### src/rtl/vp_shift_add_multiplier.sv
// Sequential radix-2 shift-add multiplier: one WIDTH x WIDTH product or two packed
// (WIDTH/2 x WIDTH/2) lane products. Optional early termination: VPM_EARLY_TERM_EN.
module vp_shift_add_multiplier #(
    parameter int unsigned WIDTH = 8
) (
    input  logic               clk,
    input  logic               rst_n,
    input  logic               in_valid,
    output logic               in_ready,
    input  logic               mode,
    input  logic [WIDTH-1:0]   a,
    input  logic [WIDTH-1:0]   b,
    output logic               out_valid,
    input  logic               out_ready,
    output logic [2*WIDTH-1:0] product,
    output logic               out_mode,
    output logic               busy
);

    localparam int unsigned HALF = WIDTH / 2;
    localparam int unsigned PW   = 2 * WIDTH;
    localparam int unsigned CW   = $clog2(WIDTH + 1);

    typedef enum logic [1:0] {
        S_IDLE = 2'd0,
        S_RUN  = 2'd1,
        S_DONE = 2'd2
    } state_t;

    state_t state;
    state_t state_nxt;

    logic [WIDTH-1:0] mc_lo, mc_hi;
    logic [HALF-1:0]  mp_lo, mp_hi;
    logic             mode_r;
    logic [PW-1:0]    acc;
    logic [CW-1:0]    cnt;

    logic             accept;
    logic             bit_lo, bit_hi;
    logic [WIDTH-1:0] add_lo, add_hi;
    logic [WIDTH:0]   sum_lo;
    logic             carry_mid;
    logic [WIDTH-1:0] sum_hi;
    logic [PW-1:0]    acc_nxt;
    logic [WIDTH-1:0] mc_lo_nxt, mc_hi_nxt;
    logic [HALF-1:0]  mp_lo_nxt, mp_hi_nxt;
    logic             iter_last;
    logic             run_end;

    logic in_ready_d, out_valid_d, busy_d;

    assign accept = (state == S_IDLE) && in_valid && in_ready;

    // Split accumulation adder; the mid carry is blocked in dual-lane mode
    always_comb begin
        bit_lo    = mp_lo[0];
        bit_hi    = mode_r ? mp_hi[0] : mp_lo[0];
        add_lo    = bit_lo ? mc_lo : '0;
        add_hi    = bit_hi ? mc_hi : '0;
        sum_lo    = {1'b0, acc[WIDTH-1:0]} + {1'b0, add_lo};
        carry_mid = sum_lo[WIDTH] & ~mode_r;
        sum_hi    = acc[PW-1:WIDTH] + add_hi + WIDTH'(carry_mid);
        acc_nxt   = {sum_hi, sum_lo[WIDTH-1:0]};
    end

    // Operand shifters: one 2W/W pair in full mode, independent halves in lane mode
    always_comb begin
        if (mode_r) begin
            mc_lo_nxt = mc_lo << 1;
            mc_hi_nxt = mc_hi << 1;
            mp_lo_nxt = mp_lo >> 1;
            mp_hi_nxt = mp_hi >> 1;
        end else begin
            {mc_hi_nxt, mc_lo_nxt} = {mc_hi, mc_lo} << 1;
            {mp_hi_nxt, mp_lo_nxt} = {mp_hi, mp_lo} >> 1;
        end
    end

    assign iter_last = (cnt == (mode_r ? CW'(HALF - 1) : CW'(WIDTH - 1)));

`ifdef VPM_EARLY_TERM_EN
    assign run_end = iter_last || ({mp_hi_nxt, mp_lo_nxt} == '0);
`else
    assign run_end = iter_last;
`endif

    // State register
    always_ff @(posedge clk or negedge rst_n) begin
        if (!rst_n) state <= S_IDLE;
        else        state <= state_nxt;
    end

    // Next-state logic
    always_comb begin
        state_nxt = state;
        case (state)
            S_IDLE:  if (accept) state_nxt = S_RUN;
            S_RUN:   if (run_end) state_nxt = S_DONE;
            S_DONE:  if (out_valid && out_ready) state_nxt = S_IDLE;
            default: state_nxt = S_IDLE;
        endcase
    end

    // Output decode from the upcoming state, registered below
    always_comb begin
        in_ready_d  = 1'b0;
        out_valid_d = 1'b0;
        busy_d      = 1'b0;
        case (state_nxt)
            S_IDLE:  in_ready_d  = 1'b1;
            S_RUN:   busy_d      = 1'b1;
            S_DONE: begin
                out_valid_d = 1'b1;
                busy_d      = 1'b1;
            end
            default: in_ready_d = 1'b0;
        endcase
    end

    always_ff @(posedge clk or negedge rst_n) begin
        if (!rst_n) begin
            in_ready  <= 1'b0;
            out_valid <= 1'b0;
            busy      <= 1'b0;
        end else begin
            in_ready  <= in_ready_d;
            out_valid <= out_valid_d;
            busy      <= busy_d;
        end
    end

    // Datapath: operand capture, iteration, result hand-off on DONE entry
    always_ff @(posedge clk or negedge rst_n) begin
        if (!rst_n) begin
            mc_lo    <= '0;
            mc_hi    <= '0;
            mp_lo    <= '0;
            mp_hi    <= '0;
            mode_r   <= 1'b0;
            acc      <= '0;
            cnt      <= '0;
            product  <= '0;
            out_mode <= 1'b0;
        end else begin
            if (accept) begin
                mc_lo  <= mode ? WIDTH'(a[HALF-1:0]) : a;
                mc_hi  <= mode ? WIDTH'(a[WIDTH-1:HALF]) : '0;
                mp_lo  <= b[HALF-1:0];
                mp_hi  <= b[WIDTH-1:HALF];
                mode_r <= mode;
                acc    <= '0;
                cnt    <= '0;
            end else if (state == S_RUN) begin
                acc   <= acc_nxt;
                mc_lo <= mc_lo_nxt;
                mc_hi <= mc_hi_nxt;
                mp_lo <= mp_lo_nxt;
                mp_hi <= mp_hi_nxt;
                cnt   <= cnt + CW'(1);
                if (run_end) begin
                    product  <= acc_nxt;
                    out_mode <= mode_r;
                end
            end
        end
    end

endmodule

### config.mk
export PLATFORM = sky130hd
export DESIGN_NAME = vp_shift_add_multiplier
export DESIGN_NICKNAME = d
export VERILOG_FILES = /design/src/rtl/vp_shift_add_multiplier.sv
export SDC_FILE = /design/constraint.sdc
export NUM_CORES = 1
export LEC_CHECK = 0
export ABC_AREA = 1
export BUFFER_PORTS_ARGS = -buffer_cell sky130_fd_sc_hd__buf_2
export CAP_MARGIN = 5
export CELL_PAD_IN_SITES_DETAIL_PLACEMENT = 1
export CELL_PAD_IN_SITES_GLOBAL_PLACEMENT = 1
export CORE_ASPECT_RATIO = 2
export CORE_UTILIZATION = 35
export DETAILED_ROUTE_END_ITERATION = 10
export PLACE_DENSITY = 0.71
export SYNTH_ARGS = -nofsm -noshare
export SYNTH_HDL_FRONTEND = slang
export SYNTH_SLANG_ARGS = --single-unit
### constraint.sdc
create_clock -name clk -period 4.55 [get_ports clk]
set_input_delay 0.91 -clock clk [delete_from_list [all_inputs] [get_ports clk]]
set_output_delay 0.91 -clock clk [all_outputs]
set_load 0.03 [all_outputs]
==> impl_metrics.yaml <==
cells_and_area:
  number_of_diodes_added_for_antenna_fixing: 0
  finish.utilization_pct: 42.18
  most_common_cell_after_layout_fill_and_taps_aside: "sky130_fd_sc_hd__nand2_1"
  finish.net_count: 495
  n_fill_cell: 1195
  flow.area_growth_from_synthesis_pct: 16.87
  layout-drive-gt1-share_pct: 15.25
  postLayoutCellArea_um2: 4091
  final_cell_mix: "sky130_fd_sc_hd__nand2_1 (134), sky130_fd_sc_hd__dfrtp_1 (67), sky130_fd_sc_hd__inv_1 (53), sky130_fd_sc_hd__buf_2 (40), sky130_fd_sc_hd__o21ai_0 (26)"
worst_setup_path:
  crit_path_max_fanout: 10
  r2r_slack_ns: 1.40
  worst_path_most_repeated_cell: "sky130_fd_sc_hd__nand2_1"
  worstSetupStartpoint: "mp_lo[0]"
  critPathLaunchType: "flip-flop"
  slowest_stage: "sky130_fd_sc_hd__dfrtp_1"
  worstPathCellList: "nand2_1 > inv_1 > ha_1 > fa_1 > nand2_1 > nand3_1 > nand3_1 > a21oi_1 > fa_1 > fa_1 > nand2_1 > nand2_1 > nand3b_1 > nand3b_1 > nand3_1 > nand2_1"
  endpoint_kind: "flip-flop"
  worstPathRequired_ns: 4.78
  timing.critical_path.max_delay_family: "adder cells"
  critical_path.n_buffers_inverters: 1
  crit_path_max_incr_delay_ns: 0.49
  regToRegStartpoint: "mp_lo[0]"
  setup.worst_path.class: "reg2reg"
  critical_path.reg2reg.endpoint: "acc[14]"
  timing.critical_path.arrival_ns: 3.38
  timing.reg2reg.worst_path_depth: 16
floorplanning:
  die-area_um2: 10430
  boundaryPins: 41
  core.rowCount: 51
  fp.dieW_um: 72.72
  initial_core_util_pct: 36.09
  die-height_um: 143.4
  placeableCoreArea_um2: 9699
power_and_ir_drop:
  power.density_cell_area_nw_per_um2: 726.8
  power_frac_seq_pct: 33.4
  power.switching_fraction_pct: 43.86
  power_leakage_nw: 2.170
  clockPowerShare_pct: 23.4
  power.share.combinational_pct: 43.1
  netSwitchingPower_w: 0.001304
  ir_worst_vdd_mv: 0.3468
  power.internal_w: 0.001669
timing:
  rsz0062_at_grt: "no"
  maxSlewHeadroom_pct: 57.32
  post-route-min-period_ns: 3.150
  setup_viol: 0
  finalCritPeriodShare_pct: 69.22
  timing.final.max_slew_violations: 0
  timing.setup.tns_ns: 0
  max_freq_mhz: 317.5
  timing.clock.skew_ns: 0.004837
  worst-slew-pin-transition_ns: 0.6402
  final_critical_path_setup_slack_ns: 1.400
  report.final.hold_viol_count: 0
drt:
  remaining_drc_errors: 0
  drt_pass1_iterations: 4
  vias_per_cell: 4.976
  routed_wirelength_mm: 8.984
  antenna_violating_nets_post_route: 0
  via_count: 2941
  drtIter0Drc: 89
  post_drt_wl_per_cell_um: 15.20
min_path:
  min_path_cells: 2
  hold_path.class: "reg2reg"
  timing.hold.worst_endpoint: "product[5]"
  worstHoldStart: "product[5]"
synthesis:
  syn-mean-instance-area_um2: 8.456
  syn_area_um2: 3501
  synth.net_count: 455
  number_of_warning_messages_in_the_yosys_log: 0
  syn_inst: 414
  synth-seq-area-share_pct: 47.89
  yosys_register_bits: 67
  netlist-cell-type-count: 30
run_status:
  status: "complete, no violations"
clock_network:
  cts_setup_buffers: 0
  clock-root-buffer: "sky130_fd_sc_hd__clkbuf_16"
  hold_buffers: 0
  tritoncts_num_sinks: 67
  cts_tree: "yes"
  htree_num_levels: 3
  clk_transition_reported_paths_ns: 0.05
  cts_max_path_buffers: 2
  tritoncts_buffers: 9
  insertion_delay_ns: 0.34
  cts_resized: 0
place:
  dpl-instance-area_um2: 3796
  placement.io_buffers: 40
  dp.final_hpwl_mm: 6.502
  placement.setup.worst_slack_ns: 1.409
  finalWeightedCongestion: 0.8174
global_routing:
  first_global_vias: 3268
  grt_pass1_wl_mm: 15.31
  grt_usage_pct: 19.81
  maximum_number_of_pins_on_one_net_before_global_route_repair: 42
  grt_antenna_before_repair: 0
  grt_overflow: 0
run:
  number_of_maximum_capacitance_violations: 0
-- cell families after synthesis --
logic type                 synth area share [%]
adders and majority gates                 7.791
AOI/OAI and AO/OA                         10.90
xor gates and xnor gates                  2.002
DFF                                       47.89
buffers and inverters                     8.220
and+or+nand+nor                           23.20
-- synthesized netlist by cell type --
library cell               number  area [um2]
sky130_fd_sc_hd__xnor2_1        2       17.52
sky130_fd_sc_hd__nand2_1      134       503.0
sky130_fd_sc_hd__o211ai_1       8       60.06
sky130_fd_sc_hd__inv_1         53       198.9
sky130_fd_sc_hd__nand3_1       23       115.1
sky130_fd_sc_hd__nor2_4         2       22.52
sky130_fd_sc_hd__o21ai_2        3       26.28
sky130_fd_sc_hd__o211ai_2       1       12.51
sky130_fd_sc_hd__a21oi_1        8       40.04
sky130_fd_sc_hd__o22ai_1        3       18.77
sky130_fd_sc_hd__o21ai_0       26       130.1
sky130_fd_sc_hd__a22o_1         2       17.52
sky130_fd_sc_hd__nand3b_1       7       52.55
sky130_fd_sc_hd__nand3_2        2       20.02
sky130_fd_sc_hd__buf_6          3       33.78
sky130_fd_sc_hd__nand2_2        1       6.260
sky130_fd_sc_hd__o21a_1         1       7.510
sky130_fd_sc_hd__dfrtp_1       67        1677
sky130_fd_sc_hd__xor2_1         6       52.55
sky130_fd_sc_hd__o21bai_1       1       7.510
sky130_fd_sc_hd__clkbuf_1       3       11.26
sky130_fd_sc_hd__buf_4          1       7.510
sky130_fd_sc_hd__inv_2          3       11.26
sky130_fd_sc_hd__or2_2          1       6.260
sky130_fd_sc_hd__nand2_4        1       11.26
sky130_fd_sc_hd__o221ai_1       7       61.31
sky130_fd_sc_hd__nor2_1        20       75.07
sky130_fd_sc_hd__ha_1          17       212.7
sky130_fd_sc_hd__fa_1           3       60.06
sky130_fd_sc_hd__buf_2          5       25.02
-- tightest hold or removal path: cells and delay by family (launching register included) --
family | cells | cell delay, ns
flip-flops | 1 | 0.33
AND/OR/NAND/NOR | 2 | 0.10
-- how the worst max path moves through the flow --
stage	slack [ns]	end	cells after the start
6_report	1.40	acc[14]	16
5_1_grt	1.10	acc[12]	15
4_1_cts	1.37	acc[14]	16
3_5_place_dp	1.41	acc[14]	16
3_3_place_gp	1.52	product[12]	15
2_1_floorplan	1.74	acc[12]	16
-- routing by layer --
layer	vias to the layer above	track usage, %	part of all wire (%)
li1	1405	-	-
met1	1481	20.97	39
met2	41	36.89	56
met3	14	2.314	2.6
met4	0	10.94	2.3
met5	-	0	0
-- power groups by stage --
| stage | clock network, W | logic (W) | registers [W] |
|---|---|---|---|
| after detailed placement | 0 | 0.00130 | 0.00100 |
| after global routing | 0.000736 | 0.00145 | 0.00102 |
| after floorplan | 0 | 0.000847 | 0.00110 |
| after CTS | 0.000712 | 0.00131 | 0.000997 |
| final | 0.000697 | 0.00128 | 0.000995 |
| after global placement | 0 | 0.00125 | 0.000991 |
-- state kept, by name, indices dropped and copies added, names as in the netlist --
name       flops
acc           16
busy           1
cnt            4
in_ready       1
mc_hi          8
mc_lo          8
mode_r         1
mp_hi          4
mp_lo          4
out_mode       1
out_valid      1
product       16
state          2
-- stage by stage --
step,hold slack [ns],cells,total power [W]
after floorplan,0.4555,414,0.001944
after global placement,0.4602,575,0.002245
after detailed placement,0.4626,575,0.002304
after CTS,0.4774,591,0.003018
after global routing,0.4939,591,0.003210
final,0.4701,591,0.002974
-- area by class of cell --
type / count / area (um2) / area share, %
clock buffer: 11 / 242.7 / 5.933
clock inverter: 5 / 52.55 / 1.284
inverter: 56 / 210.2 / 5.138
multi-input combinational: 279 / 1536 / 37.55
sequential: 67 / 1677 / 40.98
tap: 132 / 165.2 / 4.037
timing repair buffer: 41 / 207.7 / 5.076
No activity file was read; power rests on OpenSTA's default activity.
